`src/rtl/mmio_uart_tx_pkg.sv`:
```
// Shared definitions for the memory-mapped UART transmitter: register offsets,
// STATUS bit positions, transmitter state encoding and the BAUD clamp rule.
package mmio_uart_tx_pkg;

    // Word-offset register select (Addr[3:2])
    localparam logic [1:0] REG_TXDATA = 2'd0;
    localparam logic [1:0] REG_STATUS = 2'd1;
    localparam logic [1:0] REG_BAUD   = 2'd2;
    localparam logic [1:0] REG_CTRL   = 2'd3;

    // STATUS bit positions
    localparam int STAT_EMPTY_BIT = 0;
    localparam int STAT_FULL_BIT  = 1;
    localparam int STAT_BUSY_BIT  = 2;
    localparam int STAT_COUNT_LSB = 4;

    localparam logic [15:0] BAUD_MIN = 16'd2;

    typedef enum logic [1:0] {
        S_IDLE  = 2'd0,
        S_START = 2'd1,
        S_DATA  = 2'd2,
        S_STOP  = 2'd3
    } uart_state_e;

    // A divider below 2 cannot produce a meaningful bit period.
    function automatic logic [15:0] clamp_baud(input logic [15:0] v);
        return (v < BAUD_MIN) ? BAUD_MIN : v;
    endfunction

endpackage

```
`src/rtl/mmio_uart_tx_sync_fifo.sv`:
```
// Synchronous FIFO with one extra pointer bit for full/empty disambiguation.
// Push is dropped when full and pop ignored when empty, both judged pre-edge.
module sync_fifo #(
    parameter int WIDTH = 8,
    parameter int DEPTH = 4
) (
    input  logic                       clk,
    input  logic                       rst_n,
    input  logic                       push,
    input  logic [WIDTH-1:0]           wdata,
    input  logic                       pop,
    output logic [WIDTH-1:0]           rdata,
    output logic                       full,
    output logic                       empty,
    output logic [$clog2(DEPTH):0]     count
);
    localparam int AW = $clog2(DEPTH);

    logic [AW:0]      wr_ptr_q, wr_ptr_d;
    logic [AW:0]      rd_ptr_q, rd_ptr_d;
    logic [WIDTH-1:0] mem_q [DEPTH];
    logic             do_push, do_pop;

    assign full    = (wr_ptr_q[AW] != rd_ptr_q[AW]) && (wr_ptr_q[AW-1:0] == rd_ptr_q[AW-1:0]);
    assign empty   = (wr_ptr_q == rd_ptr_q);
    assign count   = wr_ptr_q - rd_ptr_q;
    assign do_push = push & ~full;
    assign do_pop  = pop & ~empty;
    assign rdata   = mem_q[rd_ptr_q[AW-1:0]];

    always_comb begin
        wr_ptr_d = wr_ptr_q;
        rd_ptr_d = rd_ptr_q;
        if (do_push) wr_ptr_d = wr_ptr_q + (AW+1)'(1);
        if (do_pop)  rd_ptr_d = rd_ptr_q + (AW+1)'(1);
    end

    always_ff @(posedge clk or negedge rst_n) begin
        if (!rst_n) begin
            wr_ptr_q <= '0;
            rd_ptr_q <= '0;
        end else begin
            wr_ptr_q <= wr_ptr_d;
            rd_ptr_q <= rd_ptr_d;
        end
    end

    // Storage needs no reset: entries are only visible between the pointers.
    always_ff @(posedge clk) begin
        if (do_push) mem_q[wr_ptr_q[AW-1:0]] <= wdata;
    end

endmodule

```
`src/rtl/mmio_uart_tx.sv`:
```
// Memory-mapped 8N1 UART transmitter: 16-byte register window, TX FIFO,
// baud counter and start/data/stop framing state machine.
module mmio_uart_tx
    import mmio_uart_tx_pkg::*;
#(
    parameter int DATA_WIDTH   = 32,
    parameter int FIFO_DEPTH   = 4,
    parameter int BAUD_DIV_RST = 434
) (
    input  logic                  clk,
    input  logic                  reset,
    input  logic                  Sel,
    input  logic                  Mem_Write,
    input  logic [3:0]            Addr,
    input  logic [DATA_WIDTH-1:0] Write_Data,
    output logic [DATA_WIDTH-1:0] Read_Data,
    output logic                  TX,
    output logic                  TX_Empty
);
    localparam int CW = $clog2(FIFO_DEPTH) + 1;

    // Bus handshake: a store is accepted on every rising edge where
    // Sel & Mem_Write is high; there is no ready/stall, the window never
    // back-pressures. Loads are combinational and side-effect free.
    logic       wr_en;
    logic [1:0] reg_sel;
    assign wr_en   = Sel & Mem_Write;
    assign reg_sel = Addr[3:2];

    logic          unused_bits;
    assign unused_bits = ^{Addr[1:0], Write_Data[DATA_WIDTH-1:16]};

    uart_state_e state_q, state_d;
    logic [15:0] baud_q, baud_d;
    logic [15:0] frame_baud_q, frame_baud_d;
    logic [15:0] cnt_q, cnt_d;
    logic [7:0]  shift_q, shift_d;
    logic [2:0]  bit_idx_q, bit_idx_d;
    logic        en_q, en_d;

    logic          fifo_push, fifo_pop, fifo_full, fifo_empty;
    logic [7:0]    fifo_rdata;
    logic [CW-1:0] fifo_count;
    logic          busy, can_start, load_frame;

    assign fifo_push = wr_en && (reg_sel == REG_TXDATA);

    sync_fifo #(
        .WIDTH (8),
        .DEPTH (FIFO_DEPTH)
    ) u_fifo (
        .clk   (clk),
        .rst_n (reset),
        .push  (fifo_push),
        .wdata (Write_Data[7:0]),
        .pop   (fifo_pop),
        .rdata (fifo_rdata),
        .full  (fifo_full),
        .empty (fifo_empty),
        .count (fifo_count)
    );

    always_comb begin : reg_comb
        baud_d = baud_q;
        en_d   = en_q;
        if (wr_en) begin
            case (reg_sel)
                REG_BAUD: baud_d = clamp_baud(Write_Data[15:0]);
                REG_CTRL: en_d   = Write_Data[0];
                default:  ;
            endcase
        end
    end

    assign busy      = (state_q != S_IDLE);
    assign can_start = en_q & ~fifo_empty;

    always_comb begin : fsm_comb
        state_d      = state_q;
        shift_d      = shift_q;
        bit_idx_d    = bit_idx_q;
        cnt_d        = cnt_q;
        frame_baud_d = frame_baud_q;
        fifo_pop     = 1'b0;
        load_frame   = 1'b0;
        case (state_q)
            S_IDLE: load_frame = can_start;
            S_START: begin
                if (cnt_q == 16'd0) begin
                    state_d   = S_DATA;
                    bit_idx_d = 3'd0;
                    cnt_d     = frame_baud_q - 16'd1;
                end else begin
                    cnt_d = cnt_q - 16'd1;
                end
            end
            S_DATA: begin
                if (cnt_q == 16'd0) begin
                    cnt_d = frame_baud_q - 16'd1;
                    if (bit_idx_q == 3'd7) begin
                        state_d = S_STOP;
                    end else begin
                        bit_idx_d = bit_idx_q + 3'd1;
                        shift_d   = {1'b0, shift_q[7:1]};
                    end
                end else begin
                    cnt_d = cnt_q - 16'd1;
                end
            end
            S_STOP: begin
                // The last stop cycle may hand straight over to the next frame.
                if (cnt_q == 16'd0) begin
                    state_d    = S_IDLE;
                    load_frame = can_start;
                end else begin
                    cnt_d = cnt_q - 16'd1;
                end
            end
            default: state_d = S_IDLE;
        endcase
        // The divider is latched here so mid-frame BAUD writes wait for the next frame.
        if (load_frame) begin
            fifo_pop     = 1'b1;
            shift_d      = fifo_rdata;
            frame_baud_d = baud_q;
            cnt_d        = baud_q - 16'd1;
            state_d      = S_START;
        end
    end

    always_ff @(posedge clk or negedge reset) begin
        if (!reset) begin
            state_q      <= S_IDLE;
            baud_q       <= 16'(BAUD_DIV_RST);
            frame_baud_q <= 16'(BAUD_DIV_RST);
            cnt_q        <= '0;
            shift_q      <= '0;
            bit_idx_q    <= '0;
            en_q         <= 1'b0;
        end else begin
            state_q      <= state_d;
            baud_q       <= baud_d;
            frame_baud_q <= frame_baud_d;
            cnt_q        <= cnt_d;
            shift_q      <= shift_d;
            bit_idx_q    <= bit_idx_d;
            en_q         <= en_d;
        end
    end

    // Decoded from state so an async reset forces the line high at once.
    always_comb begin : tx_comb
        case (state_q)
            S_START: TX = 1'b0;
            S_DATA:  TX = shift_q[0];
            default: TX = 1'b1;
        endcase
    end

    assign TX_Empty = fifo_empty & ~busy;

    always_comb begin : read_comb
        Read_Data = '0;
        if (Sel) begin
            case (reg_sel)
                REG_STATUS: begin
                    Read_Data[STAT_COUNT_LSB +: 4] = 4'(fifo_count);
                    Read_Data[STAT_BUSY_BIT]       = busy;
                    Read_Data[STAT_FULL_BIT]       = fifo_full;
                    Read_Data[STAT_EMPTY_BIT]      = fifo_empty;
                end
                REG_BAUD: Read_Data[15:0] = baud_q;
                REG_CTRL: Read_Data[0]    = en_q;
                default:  ;
            endcase
        end
    end

endmodule

```
`config.mk`:
```
export PLATFORM = sky130hd
export DESIGN_NAME = mmio_uart_tx
export DESIGN_NICKNAME = d
export VERILOG_FILES = /design/src/rtl/mmio_uart_tx_pkg.sv /design/src/rtl/mmio_uart_tx_sync_fifo.sv /design/src/rtl/mmio_uart_tx.sv
export SDC_FILE = /design/constraint.sdc
export NUM_CORES = 1
export LEC_CHECK = 0
export ABC_AREA = 1
export ABC_CLOCK_PERIOD_IN_PS = 3400
export CORE_UTILIZATION = 50
export CTS_BUF_LIST = sky130_fd_sc_hd__clkbuf_4 sky130_fd_sc_hd__clkbuf_8
export CTS_CLUSTER_DIAMETER = 50
export DETAILED_ROUTE_END_ITERATION = 10
export GPL_ROUTABILITY_DRIVEN = 0
export PLACE_DENSITY = 0.72
export RECOVER_POWER = 50
export SYNTH_ARGS = -nofsm -noshare
export SYNTH_HDL_FRONTEND = slang
export SYNTH_HIERARCHICAL = 1
export SYNTH_SLANG_ARGS = --single-unit
export TNS_END_PERCENT = 5
```
`constraint.sdc`:
```
create_clock -name clk -period 3.4 [get_ports clk]
set_clock_uncertainty 0.1 [all_clocks]
set_input_delay 1.02 -clock clk [delete_from_list [all_inputs] [get_ports clk]]
set_output_delay 1.02 -clock clk [all_outputs]
set_load 0.02 [all_outputs]
```
==> results of run 1 <==
-- per-stage QoR --
stage | hold slack [ps] | TNS [ps] | instance area, µm² | utilization (%) | cells
2_1_floorplan | 352 | 0 | 6220 | - | 814
3_3_place_gp | 365 | -7690 | 6730 | 56.0 | 986
3_5_place_dp | 374 | -8650 | 6730 | 56.0 | 986
4_1_cts | 398 | -2970 | 6930 | 57.7 | 1002
5_1_grt | 428 | 0 | 6870 | 57.2 | 1002
6_report | 394 | 0 | 6870 | 57.2 | 1002
-- worst max path at each step --
stage | start | end | slack, ps | cells past startpoint
floorplan | Addr[2] | Read_Data[10] | 290 | 5
global placement | Addr[2] | Read_Data[0] | -520 | 8
detailed placement | Addr[2] | Read_Data[14] | -580 | 7
CTS | Addr[3] | Read_Data[2] | -220 | 7
global route | u_fifo/wr_ptr_q[0]$_DFFE_PN0P_ | Read_Data[0] | 10 | 11
finish | Sel | Read_Data[10] | 70 | 5
-- final cells by class --
type                    instances  area, µm²  share of cell area (%)
multi-input cells             602       3040                    44.2
well taps                     147        184                    2.68
clock buffers                   9        124                    1.80
clock inverters                 7       81.3                    1.18
repair buffers                 60        479                    6.97
inverters                      77        292                    4.24
flip-flops and latches        100       2680                    38.9
-- routing by layer --
layer | share of wire [%] | vias to the layer above | wire [µm] | GRT usage, %
li1 | - | 2667 | - | -
met1 | 47 | 2547 | 7020 | 34.6
met2 | 46 | 177 | 6850 | 39.1
met3 | 5.5 | 23 | 835 | 3.11
met4 | 2.2 | 0 | 338 | 10.2
met5 | 0 | - | 0 | 0
-- kinds of logic (layout without fill, tap and decap cells) --
family,Yosys count,after routing,share of synthesized area (%)
AO/OA/AOI/OAI,91,91,8.48
XOR/XNOR,23,23,3.27
adder cells (fa/ha/maj),22,22,4.59
buffers and inverters,112,153,8.50
flip-flops,100,100,43.4
other,1,16,0.0608
AND/OR/NAND/NOR,450,450,31.7
-- cell usage in the layout, fill, tap and decap left out, types with 10 or more instances in the layout --
cell type	count
nand3_1	81
conb_1	16
xor2_1	13
clkdlybuf4s50_1	10
dfrtp_1	58
nor2_1	105
o21ai_1	12
edfxtp_1	32
clkbuf_2	10
o21ai_0	47
buf_4	21
xnor2_1	10
ha_1	19
nand2_1	227
inv_1	72
dfstp_2	10
-- flip-flops by register name, summed over array words and instances (netlist names) --
register and flops:
state_q 2, en_q 1, baud_q 16, u_fifo/wr_ptr_q 3
bit_idx_q 3, frame_baud_q 16, shift_q 8, cnt_q 16
u_fifo/mem_q 32, u_fifo/rd_ptr_q 3
-- where the power goes --
group / switching [W] / internal (W) / total [W]
Clock: 0.000459 / 0.000352 / 0.000812
Combinational: 0.00187 / 0.00100 / 0.00288
Sequential: 0.000308 / 0.00160 / 0.00191
-- worst register-to-register path, delay by kind of cell, from the launching register on --
kind	cells	cell delay [ps]
simple gates	6	780
buf+inv	5	550
compound gates	2	620
flops	1	410
fa+ha+maj	1	320
-- repair_timing --
action                                  4_1_cts  5_1_grt
endpoints found under the setup margin       17       17
gates resized for setup                      32       46
pin swaps                                     0        1
==> reports/metrics.yaml, run 1 <==
crit_chain: "dlygate4sd3_1 > nand2_1 > buf_4 > nor2_1 > buf_2"
coreArea_mm2: 0.0120
clkTransAtPathRegs_ps: 90
cts_tree: "yes"
routed_wl_mm: 15.0
synth-edff-count: 32
seq_area_frac_synth_pct: 43.4
hold_end: "shift_q[1]$_DFFE_PN0P_"
cts.path.max_buffers: 2
synth_seq_cells: 100
cts_made_buffers: 9
maxCapViolations: 1
viasPerCell: 5.40
power_w: 0.00560
critical_path_buf_inv_count: 3
wl_per_cell_um: 15.0
syn_inst: 799
cp-end-kind: "output pin"
design.die.area_mm2: 0.0128
status: "finished with violations"
fp.dieW_um: 113
period_minus_slack_ps: 3330
vias: 5414
die_h_um: 113
syn2layout_area_growth_pct: 11.5
powerDensity_mw_per_mm2: 815
arrival_ps: 2210
startpoint_type: "input port"
ff2ff_setup_slack_ps: 530
holdBufCountCts: 0
pre_cts_slack_ps: -583
drcViolationCount: 0
syn_avg_cell_area_um2: 7.72
setup_slack_ps: 67.9
max_freq_mhz: 300
grt.overflow.total: 0
period_share_pct: 98.0
rsz0062_at_grt: "false"
setup_violations: 0
r2r-start: "u_fifo/wr_ptr_q[0]$_DFFE_PN0P_"
critical-path-max-stage-delay_ps: 620
nFillCells: 1118
synth_area_leader_cell: "dfrtp_1"
drive_above_1_share_pct: 11.0
cts-root-buf: "clkbuf_8"
r2r_cells: 14
hp-start: "shift_q[1]$_DFFE_PN0P_"
clock_latency_ps: 390
vdd_drop_max_uv: 513
relSlewSlack_pct: -1.01
p_leak_nw: 3.21
ys_async_sr_fraction_pct: 68.0
start_util_pct: 51.3
synth_area_mm2: 0.00617
grt_pass1_wl_mm: 24.8
synth_top_area_share_pct: 23.5
grt_use_total_pct: 24.8
io_pins: 74
grt_max_degree: 43
path_max_fanout: 10
drt_iter0_drc: 400
clock_sinks: 100
grt_antenna_before_repair: 0
hpwl_mm: 11.2
grt_pass1_vias: 5062
yosys_warnings: 6
htreeDepth: 3
tightest_slew_ps: 1520
ant_nets: 0
post_cts_buffers: 0
synth_ff_type: "dfrtp_1"
synthTopCellsByCount: "nand2_1, nor2_1, nand3_1"
holdPathStages: 2
io_buffer_count: 39
rr_endpoint: "cnt_q[5]$_DFFE_PN0P_"
path_class: "in -> out"
synthTopCellsByArea: "dfrtp_1, edfxtp_1, nand2_1, nand3_1, nor2_1"
cp_slowest_cell: "dlygate4sd3_1"
cp_data_required_time_ps: 2280
violations: "max-capacitance violations, max-slew violations"
cp_top_family: "buffers and inverters"
firstDrtPassIters: 5
hold_viol_final: 0
drv_slew: 28
synthDistinctLibCells: 44
layout.nets: 912
hp-class: "reg -> reg"
rows: 40
synth_most_common_cell: "nand2_1"
diodes: 0
Note: power is estimated with default switching activity, not from simulation.
==> run 2, diff against run 1 <==
- GPL_ROUTABILITY_DRIVEN: 0 -> not set
==> run 2 against run 1 <==
The flow now finishes without violations. Sequential power about the same. Design area shrank 0.62%. Combinational power about the same. First-iteration DRC count fell by 18%. Global-route usage is 0.30 points lower. Sequential share of layout area rose by 0.24 points. Worst hold slack about the same. Fmax grew 1.7%. Highest routed layer unchanged.
==> reports/metrics.yaml, run 2 (synthesized netlist as in run 1, its figures left out) <==
routed_wl_mm: 14.9
vias: 5446
max_freq_mhz: 305
place_congestion: 0.938
grt_pass1_wl_mm: 24.7
crit_start: "Sel"
stdcell_area_mm2: 0.00683
period_share_pct: 96.4
maxCapViolations: 0
rows: 40
cts_made_buffers: 9
hold_viol_final: 0
drv_slew: 0
io_pins: 74
hpwl_mm: 11.3
place_inst: 985
fp.dieW_um: 113
largest_reg_flops: 32
cts_tree: "yes"
die_h_um: 113
path_max_fanout: 10
cts.path.max_buffers: 2
hp-start: "shift_q[3]$_DFFE_PN0P_"
cp-end-kind: "output pin"
status: "finished clean"
setup_violations: 0
vdd_drop_max_uv: 359
r2r-start: "u_fifo/wr_ptr_q[0]$_DFFE_PN0P_"
ant_nets: 0
clock_latency_ps: 380
path_class: "in -> out"
arrival_ps: 2160
cp_data_required_time_ps: 2280
viasPerCell: 5.44
drcViolationCount: 0
post_dp_cell_area_mm2: 0.00673
grt_max_degree: 45
p_leak_nw: 3.20
design.die.area_mm2: 0.0128
final_cell_mix: "nand2_1, nor2_1, nand3_1"
clkTransAtPathRegs_ps: 90
powerDensity_mw_per_mm2: 810
fin_tns_setup_ps: 0
grt_antenna_before_repair: 0
coreArea_mm2: 0.0120
relSlewSlack_pct: 7.23
diodes: 0
post_cts_buffers: 0
nFillCells: 1145
holdBufCountCts: 0
layout_commonest_cell: "nand2_1"
grt.overflow.total: 0
startpoint_type: "input port"
fin_cells: 1001
firstDrtPassIters: 5
htreeDepth: 3
grt_pass1_vias: 5061
hp-class: "reg -> reg"
tightest_slew_ps: 1390
grt_use_total_pct: 24.5
clock_sinks: 100
period_minus_slack_ps: 3280
drt_iter0_drc: 330
rsz0062_at_grt: "false"
start_util_pct: 51.3
io_buffer_count: 39
syn2layout_area_growth_pct: 10.8
layout.nets: 911
cts-root-buf: "clkbuf_8"
drive_above_1_share_pct: 10.5
wl_per_cell_um: 14.9
run 2: worst max-delay path, stage by stage:
cell	delay [ps]
dlygate4sd3_1	620
nand2_1	80
buf_4	170
nor2_1	90
buf_2	170
run 2: timing repair:
item / 4_1_cts / 5_1_grt
pin swaps: 0 / 1
setup endpoints to repair: 17 / 17
gates resized for setup: 59 / 20
run 2: metrics by stage:
stage	util (%)	power [W]	hold WS (ps)	setup WS, ps
2_1_floorplan	-	0.00404	352	290
3_3_place_gp	56.1	0.00470	367	-497
3_5_place_dp	56.1	0.00480	375	-556
4_1_cts	57.7	0.00555	398	-194
5_1_grt	56.9	0.00599	426	43.7
6_report	56.9	0.00554	393	122
run 2: power breakdown:
group / total (W) / switching (W) / internal (W)
Sequential: 0.00191 / 0.000306 / 0.00160
Combinational: 0.00288 / 0.00187 / 0.00100
Clock: 0.000748 / 0.000464 / 0.000284
Total: 0.00554 / 0.00265 / 0.00289
run 2: cell type report:
type / count / area (µm²) / area share, %
clock buffers: 9 / 124 / 1.81
multi-input cells: 602 / 3010 / 44.1
well taps: 147 / 184 / 2.69
flip-flops and latches: 100 / 2680 / 39.2
clock inverters: 7 / 71.3 / 1.04
repair buffers: 59 / 470 / 6.89
inverters: 77 / 292 / 4.27
run 2: per-layer routing:
metal / share of wire (%) / up-vias / GRT usage [%]
li1: - / 2658 / -
met1: 46 / 2573 / 34.5
met2: 47 / 189 / 38.9
met3: 5.1 / 26 / 3.05
met4: 2.2 / 0 / 8.77
met5: 0 / - / 0
run 2: final timing paths:
| path | to | slack [ps] | depth (start not counted) |
|---|---|---|---|
| max | Read_Data[7] | 120 | 5 |
| min | shift_q[3]$_DFFE_PN0P_ | 390 | 2 |
| max reg2reg | cnt_q[5]$_DFFE_PN0P_ | 530 | 14 |
| max in group asynchronous | baud_q[0]$_DFFE_PN0P_ | 570 | 2 |
| min in group asynchronous | cnt_q[10]$_DFFE_PN0P_ | 840 | 1 |
| min reg2reg | shift_q[3]$_DFFE_PN0P_ | 390 | 2 |
